**config.mk**
```make
export PLATFORM = sky130hd
export DESIGN_NAME = player_token_mover
export DESIGN_NICKNAME = d
export VERILOG_FILES = /design/src/rtl/board_pkg.sv /design/src/rtl/step_ticker.sv /design/src/rtl/player_token_mover.sv
export SDC_FILE = /design/constraint.sdc
export NUM_CORES = 1
export LEC_CHECK = 0
export ABC_AREA = 1
export CORE_MARGIN = 2
export CORE_UTILIZATION = 55
export DETAILED_ROUTE_END_ITERATION = 6
export GPL_TIMING_DRIVEN = 0
export PLACE_DENSITY = 0.8
export SETUP_SLACK_MARGIN = 0.4
export SYNTH_ARGS = -nofsm -noshare
export SYNTH_HDL_FRONTEND = slang
export SYNTH_SLANG_ARGS = --single-unit
```
**constraint.sdc**
```tcl
create_clock -name clk -period 3.46 [get_ports clk]
set_input_delay 0.692 -clock clk [delete_from_list [all_inputs] [get_ports clk]]
set_output_delay 0.692 -clock clk [all_outputs]
set_load 0.005 [all_outputs]
```
**src/rtl/board_pkg.sv**
```systemverilog
// rtl/board_pkg.sv - shared board constants, position type, mover state encoding
//
// Purpose : common definitions for the board position counter and the
//           per-player token movers.
// Contents: TILES_C / POS_W_C board geometry, pos_t position type,
//           mover_state_t FSM encoding, next_pos() modulo-TILES increment.

package board_pkg;

  localparam int TILES_C = 24;
  localparam int POS_W_C = 5;

  typedef logic [POS_W_C-1:0] pos_t;

  typedef enum logic [1:0] {
    IDLE   = 2'd0,
    MOVE   = 2'd1,
    ARRIVE = 2'd2
  } mover_state_t;

  // Wrap is an explicit compare against the last tile; the ring is not a
  // power of two, so natural overflow of the position bus would be wrong.
  function automatic pos_t next_pos(input pos_t p);
    if (p == pos_t'(TILES_C - 1)) begin
      return '0;
    end
    return p + pos_t'(1);
  endfunction

endpackage

```
**src/rtl/step_ticker.sv**
```systemverilog
// rtl/step_ticker.sv - clock divider producing one terminal-count pulse per token step
//
// Purpose : counts 0..DIV-1 while enabled and flags the last count so the
//           mover can advance exactly once every DIV cycles.
// Ports   : clk    in  system clock
//           rst_n  in  synchronous reset, active-low
//           clr    in  synchronous clear of the count (wins over en)
//           en     in  count enable
//           tc     out high during the cycle the count sits at DIV-1 while enabled

module step_ticker #(
  parameter int DIV = 4
) (
  input  logic clk,
  input  logic rst_n,
  input  logic clr,
  input  logic en,
  output logic tc
);

  localparam int CNT_W = (DIV > 1) ? $clog2(DIV) : 1;
  localparam logic [CNT_W-1:0] LAST_CNT = CNT_W'(DIV - 1);

  logic [CNT_W-1:0] cnt;

  assign tc = en && (cnt == LAST_CNT);

  always_ff @(posedge clk) begin
    if (!rst_n || clr) begin
      cnt <= '0;
    end else if (en) begin
      cnt <= tc ? '0 : cnt + 1'b1;
    end
  end

endmodule

```
**src/rtl/player_token_mover.sv**
```systemverilog
// rtl/player_token_mover.sv - walks one player's token around the LED ring to a requested tile
//
// Purpose : accepts a target tile and advances the token one tile per step
//           tick, forward only, wrapping from TILES-1 to 0.
// Ports   : clk        in  system clock
//           rst_n      in  synchronous reset, active-low
//           tgt_valid  in  one-cycle strobe, tgt_pos holds a new target
//           tgt_pos    in  requested target tile
//           cur_pos    out tile currently occupied by the token
//           led_ring   out one-hot of cur_pos
//           busy       out high while the token is moving
//           arrived    out one-cycle pulse when the target is reached
//           lap        out one-cycle pulse on each wrap TILES-1 -> 0

module player_token_mover
  import board_pkg::*;
#(
  parameter int TILES    = 24,
  parameter int POS_W    = 5,
  parameter int STEP_DIV = 25000000
) (
  input  logic             clk,
  input  logic             rst_n,
  input  logic             tgt_valid,
  input  logic [POS_W-1:0] tgt_pos,
  output logic [POS_W-1:0] cur_pos,
  output logic [TILES-1:0] led_ring,
  output logic             busy,
  output logic             arrived,
  output logic             lap
);

  localparam logic [POS_W-1:0] LAST_POS = POS_W'(TILES - 1);

  mover_state_t     state;
  mover_state_t     state_nxt;
  logic [POS_W-1:0] target;
  logic [POS_W-1:0] pos_adv;
  logic             tgt_ok;
  logic             step_tc;

  assign tgt_ok  = (tgt_pos <= LAST_POS);
  assign pos_adv = (cur_pos == LAST_POS) ? '0 : cur_pos + 1'b1;

  // The ticker is held cleared outside MOVE, so every move starts from a
  // zero count and the first step lands STEP_DIV cycles after the strobe.
  step_ticker #(
    .DIV (STEP_DIV)
  ) u_step_ticker (
    .clk   (clk),
    .rst_n (rst_n),
    .clr   (state != MOVE),
    .en    (state == MOVE),
    .tc    (step_tc)
  );

  always_ff @(posedge clk) begin
    if (!rst_n) begin
      state <= IDLE;
    end else begin
      state <= state_nxt;
    end
  end

  always_comb begin
    state_nxt = state;
    case (state)
      IDLE: begin
        if (tgt_valid && tgt_ok) begin
          state_nxt = (tgt_pos == cur_pos) ? ARRIVE : MOVE;
        end
      end
      MOVE: begin
        // Strobes are not looked at here: a move always runs to its
        // latched target.
        if (step_tc && (pos_adv == target)) begin
          state_nxt = ARRIVE;
        end
      end
      ARRIVE: begin
        state_nxt = IDLE;
      end
      default: begin
        state_nxt = IDLE;
      end
    endcase
  end

  // Position, LED ring and lap are registered together so they always
  // change on the same edge.
  always_ff @(posedge clk) begin
    if (!rst_n) begin
      cur_pos  <= '0;
      led_ring <= TILES'(1);
      target   <= '0;
      lap      <= 1'b0;
    end else begin
      lap <= 1'b0;
      if ((state == IDLE) && tgt_valid && tgt_ok && (tgt_pos != cur_pos)) begin
        target <= tgt_pos;
      end
      if (step_tc) begin
        cur_pos  <= pos_adv;
        led_ring <= TILES'(1) << pos_adv;
        lap      <= (cur_pos == LAST_POS);
      end
    end
  end

  assign busy    = (state == MOVE);
  assign arrived = (state == ARRIVE);

endmodule

```
Word-level counts from Yosys, hierarchy flattened
Index checks and enable logic that the tools add are counted.
{ "totals": {"register_bits": 62, "latchBits": 0, "ram_bits": 0, "rom_bits": 0, "elab_cells": 37, "memories": 0} }
{ "op_classes": {"n_addsub": 2, "n_mul": 0, "div_mod_pow": 0, "magnitude_cmp": 1, "eq_ne": 10, "n_shift": 1, "mux": 6, "bitwise": 0, "reduce_logical": 11} }
{ "op_table": {"columns": ["operator", "n"], "rows": [
  ["25-bit by 1-bit adder with 25-bit output, second input constant", 1],
  ["25-bit == test, second input constant", 1],
  ["25-bit 2-to-1 mux", 1],
  ["1-bit by 5-bit << shifter with 24-bit output, first input constant", 1],
  ["5-bit == test", 2],
  ["1-bit logical AND", 6],
  ["2-bit 2-to-1 mux", 3],
  ["5-bit by 1-bit adder with 5-bit output, second input constant", 1],
  ["5-bit == test, second input constant", 1],
  ["5-bit <= comparator, second input constant", 1],
  ["5-bit 2-to-1 mux", 1],
  ["5-bit != test", 1],
  ["2-bit != test, second input constant", 2],
  ["2-bit one-hot mux with 2 select lines", 1],
  ["2-bit AND reduction", 2],
  ["2-bit by 1-bit == test with 1-bit output, second input constant", 1],
  ["2-bit == test, second input constant", 1],
  ["2-bit zero test", 1],
  ["2-bit by 1-bit != test with 1-bit output, second input constant", 1],
  ["1-bit zero test", 1],
  ["1-bit logical OR", 1]
]} }

Longest topological paths before layout
{ "depth": {"ltp_word": 6, "ltp_mapped": 11, "ltp_nobuf": 11} }

Cells and area by module
From an unflattened synthesis, not the netlist that was laid out.
{ "unflattened": {"hier_cells": 501, "hier_area_um2": 3266.9} }
{ "by_module_without_submodules": {"columns": ["mod", "n_inst", "cells_each", "area_each_um2"], "rows": [
  ["player_token_mover", 1, 236, 1717.9],
  ["step_ticker", 1, 265, 1549.0]
]} }

Worst setup path after synthesis
No wires, ideal clock.
{ "synth_path": {"path_type": "register -> register", "start": "reg u_step_ticker.cnt[0]", "end": "reg u_step_ticker.cnt[19]", "arrival_ps": 1439, "required_ps": 3343, "path_slack_ps": 1904, "stages_incl_launch_ff": 12, "path_buffers": 1, "cell_sequence": "dfxtp_1 ha_1 nand3_1 nor2_4 nand2_4 nor2_4 nand2_4 clkinv_2 nor2_4 buf_6 o21ai_0 nor2_1"} }
{ "synth_between": {"elab_chain_cells": 3} }
{ "synth_rtl": {"columns": ["item", "line", "source"], "rows": [
  ["start, declared", "step_ticker.sv:24", "logic [CNT_W-1:0] cnt;"],
  ["start signal, assigned", "step_ticker.sv:32", "cnt <= tc ? '0 : cnt + 1'b1;"],
  ["parallel branches: the longest is 2 deep, another holds 25-bit by 1-bit adder with 25-bit output", null, null],
  ["25-bit 2-to-1 mux (*)", "step_ticker.sv:32", null]
]} }
Mark *: on every way between the ends.
A chain may end at the register's enable or synchronous reset.

Worst setup path in the final report
{ "layout_path": {"start": "reg state[0]", "end": "out busy"} }
{ "layout_between": {"elab_chain_cells": 1} }
{ "layout_rtl": {"columns": ["item", "line", "source"], "rows": [
  ["start, declared", "player_token_mover.sv:35", "mover_state_t state;"],
  ["start signal, assigned", "player_token_mover.sv:61", "state <= state_nxt;"],
  ["2-bit by 1-bit == test with 1-bit output", "player_token_mover.sv:110", "assign busy = (state == MOVE);"],
  ["end, declared", "player_token_mover.sv:28", "output logic busy,"]
]} }
No other way between the ends.

==> impl_metrics.csv <==
group,metric,value,unit
status,status,"completed",
timing,rsz0062_at_grt,"false",
clock_tree,cts.sinks,62,
power,swShare,22.2,%
synth,yosys.area_share.simple,34.8,%
synth,synthArstFlopShare,0,%
placed_design,place_hpwl,5.06,mm
power,intPower,1180,µW
synth,ys_ff_latch,62,
synth,ys.warnings.count,0,
timing,timing.final.crit_share,65.9,%
synth,avgSynthCellArea,7.11,µm²
synth,synth_xor_area_share,2.91,%
synth,ys.flop_type,"dfxtp_1",
placed_design,port_buffers,39,
power,p_switching,335,µW
synth,synth.most_common_cell,"nand2_1",
critical_path,crit_path_end_kind,"output port",
drt,drt-initial-drc-count,142,
timing,setup_viol,0,
critical_path,worst-setup-path-type,"flop to output port",
clock_tree,clk_latency,0.34,ns
grt,grt_pass1_wl,11.8,mm
synth,yosysSeqAreaShare,41.2,%
clock_tree,tritoncts,"done",
timing,worst_slew_pin_slew,0.467,ns
placed_design,gp_congestion,0.899,
synth,syn_area,3010,µm²
clock_tree,cts_root_buffer,"clkbuf_8",
power,ir_worst_vdd,305,µV
cells_and_area,final_cell_area,3710,µm²
synth,synth_cell_types,34,
clock_tree,cts_resized,0,
clock_tree,cts_hold_buf,0,
synth,netlist_top_cells_area,"dfxtp_1 (41%), nand2_1 (12%), nor2_1 (8.3%), inv_1 (6.1%), nand3_1 (5.3%)",
critical_path,regToRegSetupSlack,1.54,ns
drt,antenna_left,0,
synth,synth_top_family_by_area,"simple AND/OR/NAND/NOR gates",
power,pwr-share-seq,48.2,%
clock_tree,cts_buffer_depth,2,
clock_tree,htree_levels,3,
timing,finalSetupTns,0,ns
timing,holdWs,0.450,ns
synth,synth_mux_area_share,0,%
drt,drt_wl_total,6.79,mm
clock_tree,clk_pin_slew,0.07,ns
timing,fin_worst_skew,0.00611,ns
floorplan,core,5200,µm²
clock_tree,cts_setup_buffers,0,
grt,grt_max_degree,12,
critical_path,worstSetupStartpointType,"flop",
timing,fin_crit,2.28,ns
cells_and_area,utilization,71.3,%
hold_path,hp-class,"flop to flop",
floorplan,start_util,57.9,%
cells_and_area,drive_above_1_share,10.6,%
drt,drc,0,
timing,maxSlewHeadroom,68.9,%
critical_path,cp.arrival,1.59,ns
synth,synth_enable_flop_cells,0,
power,powerDensity,407,nW/µm²
floorplan,rows,26,
power,clkPwrFrac,46.9,%
floorplan,die_area,6090,µm²
placed_design,place_area,3490,µm²
floorplan,ioPinCount,40,
grt,grtUsageTotal,24.2,%
cells_and_area,nets,488,
grt,grt-ovfl-total,0,
cells_and_area,syn2layout_area_growth,23.3,%
power,p_leak,0.00146,µW
grt,antenna_found_initial,0,
clock_tree,numCtsBuffers,9,
synth,yosys.area.top_type,"dfxtp_1",
cells_and_area,n_antenna_cell,0,
timing,slew_violations,0,
synth,synth_fp_nets,438,
floorplan,die_y,78.0,µm
grt,grt_pass1_vias,2594,
flow_run,cap_violations,0,
power,power,1510,µW
power,combPwrFrac,4.9,%
drt,viasPerCell,5.09,
drt,wl_per_cell,12.4,µm
floorplan,die_w,78.0,µm
timing,fmax,439,MHz
critical_path,required,2.77,ns
synth,synth_top_area_share,41.2,%
timing,hold_viol,0,
synth,synth_compound_area_share,9.88,%
drt,drt_pass1_iterations,5,
drt,vias,2797,
critical_path,critPathMaxFanout,8,
synth,synthAdderAreaFrac,2.49,%
synth,synthTopCellsByCount,"nand2_1 (97), nor2_1 (67), dfxtp_1 (62), inv_1 (49), nand3_1 (32)",
synth,synthCells,424,
## registers in the layout (all words and copies together), names as in the netlist
signal	cells
state	2
cur_pos	5
led_ring	24
target	5
lap	1
u_step_ticker.cnt	25
## routing by layer
metal / wire length (µm) / up-vias / GRT usage, % / share of wire, %
met3: 288 / 15 / 3.79 / 4.2
met5: 0 / - / 0 / 0
met1: 3280 / 1238 / 32.2 / 48
li1: - / 1461 / - / -
met2: 3060 / 83 / 38.8 / 45
met4: 153 / 0 / 11.1 / 2.3
## power by group through the flow
| stage | logic, µW | registers (µW) | clock network (µW) |
|---|---|---|---|
| after floorplan | 49.4 | 742 | 0 |
| after global placement | 72.9 | 743 | 0 |
| after detailed placement | 74.2 | 744 | 0 |
| after CTS | 74.8 | 727 | 714 |
| after global routing | 85.6 | 728 | 747 |
| final | 74.5 | 727 | 708 |
## cell families (layout without fill, tap and decap cells)
group                    count (synthesis)  count (layout)
buffers and inverters                   61             116
AO/OA/AOI/OAI                           53              53
adder cells (fa/ha/maj)                  6               6
AND/OR/NAND/NOR                        232             232
flip-flops                              62              62
XOR/XNOR                                10              10
## worst max-delay path, stage by stage (launching register included)
cell and delay [ns]:
dfxtp_1 0.36, inv_1 0.08, nor2_4 0.24, clkdlybuf4s50_1 0.57
## area by class of cell
class / instances / area, µm²
buffer: 6 / 53.8
clock buffer: 10 / 138
clock inverter: 6 / 85.1
fill: 456 / 1490
inverter: 55 / 208
multi-input combinational: 301 / 1510
sequential: 62 / 1240
tap: 70 / 87.6
timing repair buffer: 39 / 390
## per-stage QoR
step	std cells	setup WS (ns)
after floorplan	424	1.90
after global placement	533	1.23
after detailed placement	533	1.23
after CTS	549	1.18
after global routing	549	1.12
final	549	1.18
## cells in the final DEF, fill, tap and decap left out, types with 6 or more instances in the layout
cell type / n
nand2_1: 97
nor2_1: 67
dfxtp_1: 62
inv_1: 49
clkdlybuf4s50_1: 39
nand3_1: 32
o21ai_0: 16
a21oi_1: 14
o21ai_1: 11
clkbuf_8: 10
xor2_1: 7
nand4_1: 6
nor3_1: 6
ha_1: 6
## final timing paths
path,endpoint,cells after the start,from
max,busy,3,state[0]
min reg2reg,led_ring[17],2,led_ring[17]
min,led_ring[17],2,led_ring[17]
max reg2reg,led_ring[17],7,cur_pos[0]
Note: power is estimated with default switching activity, not from simulation.
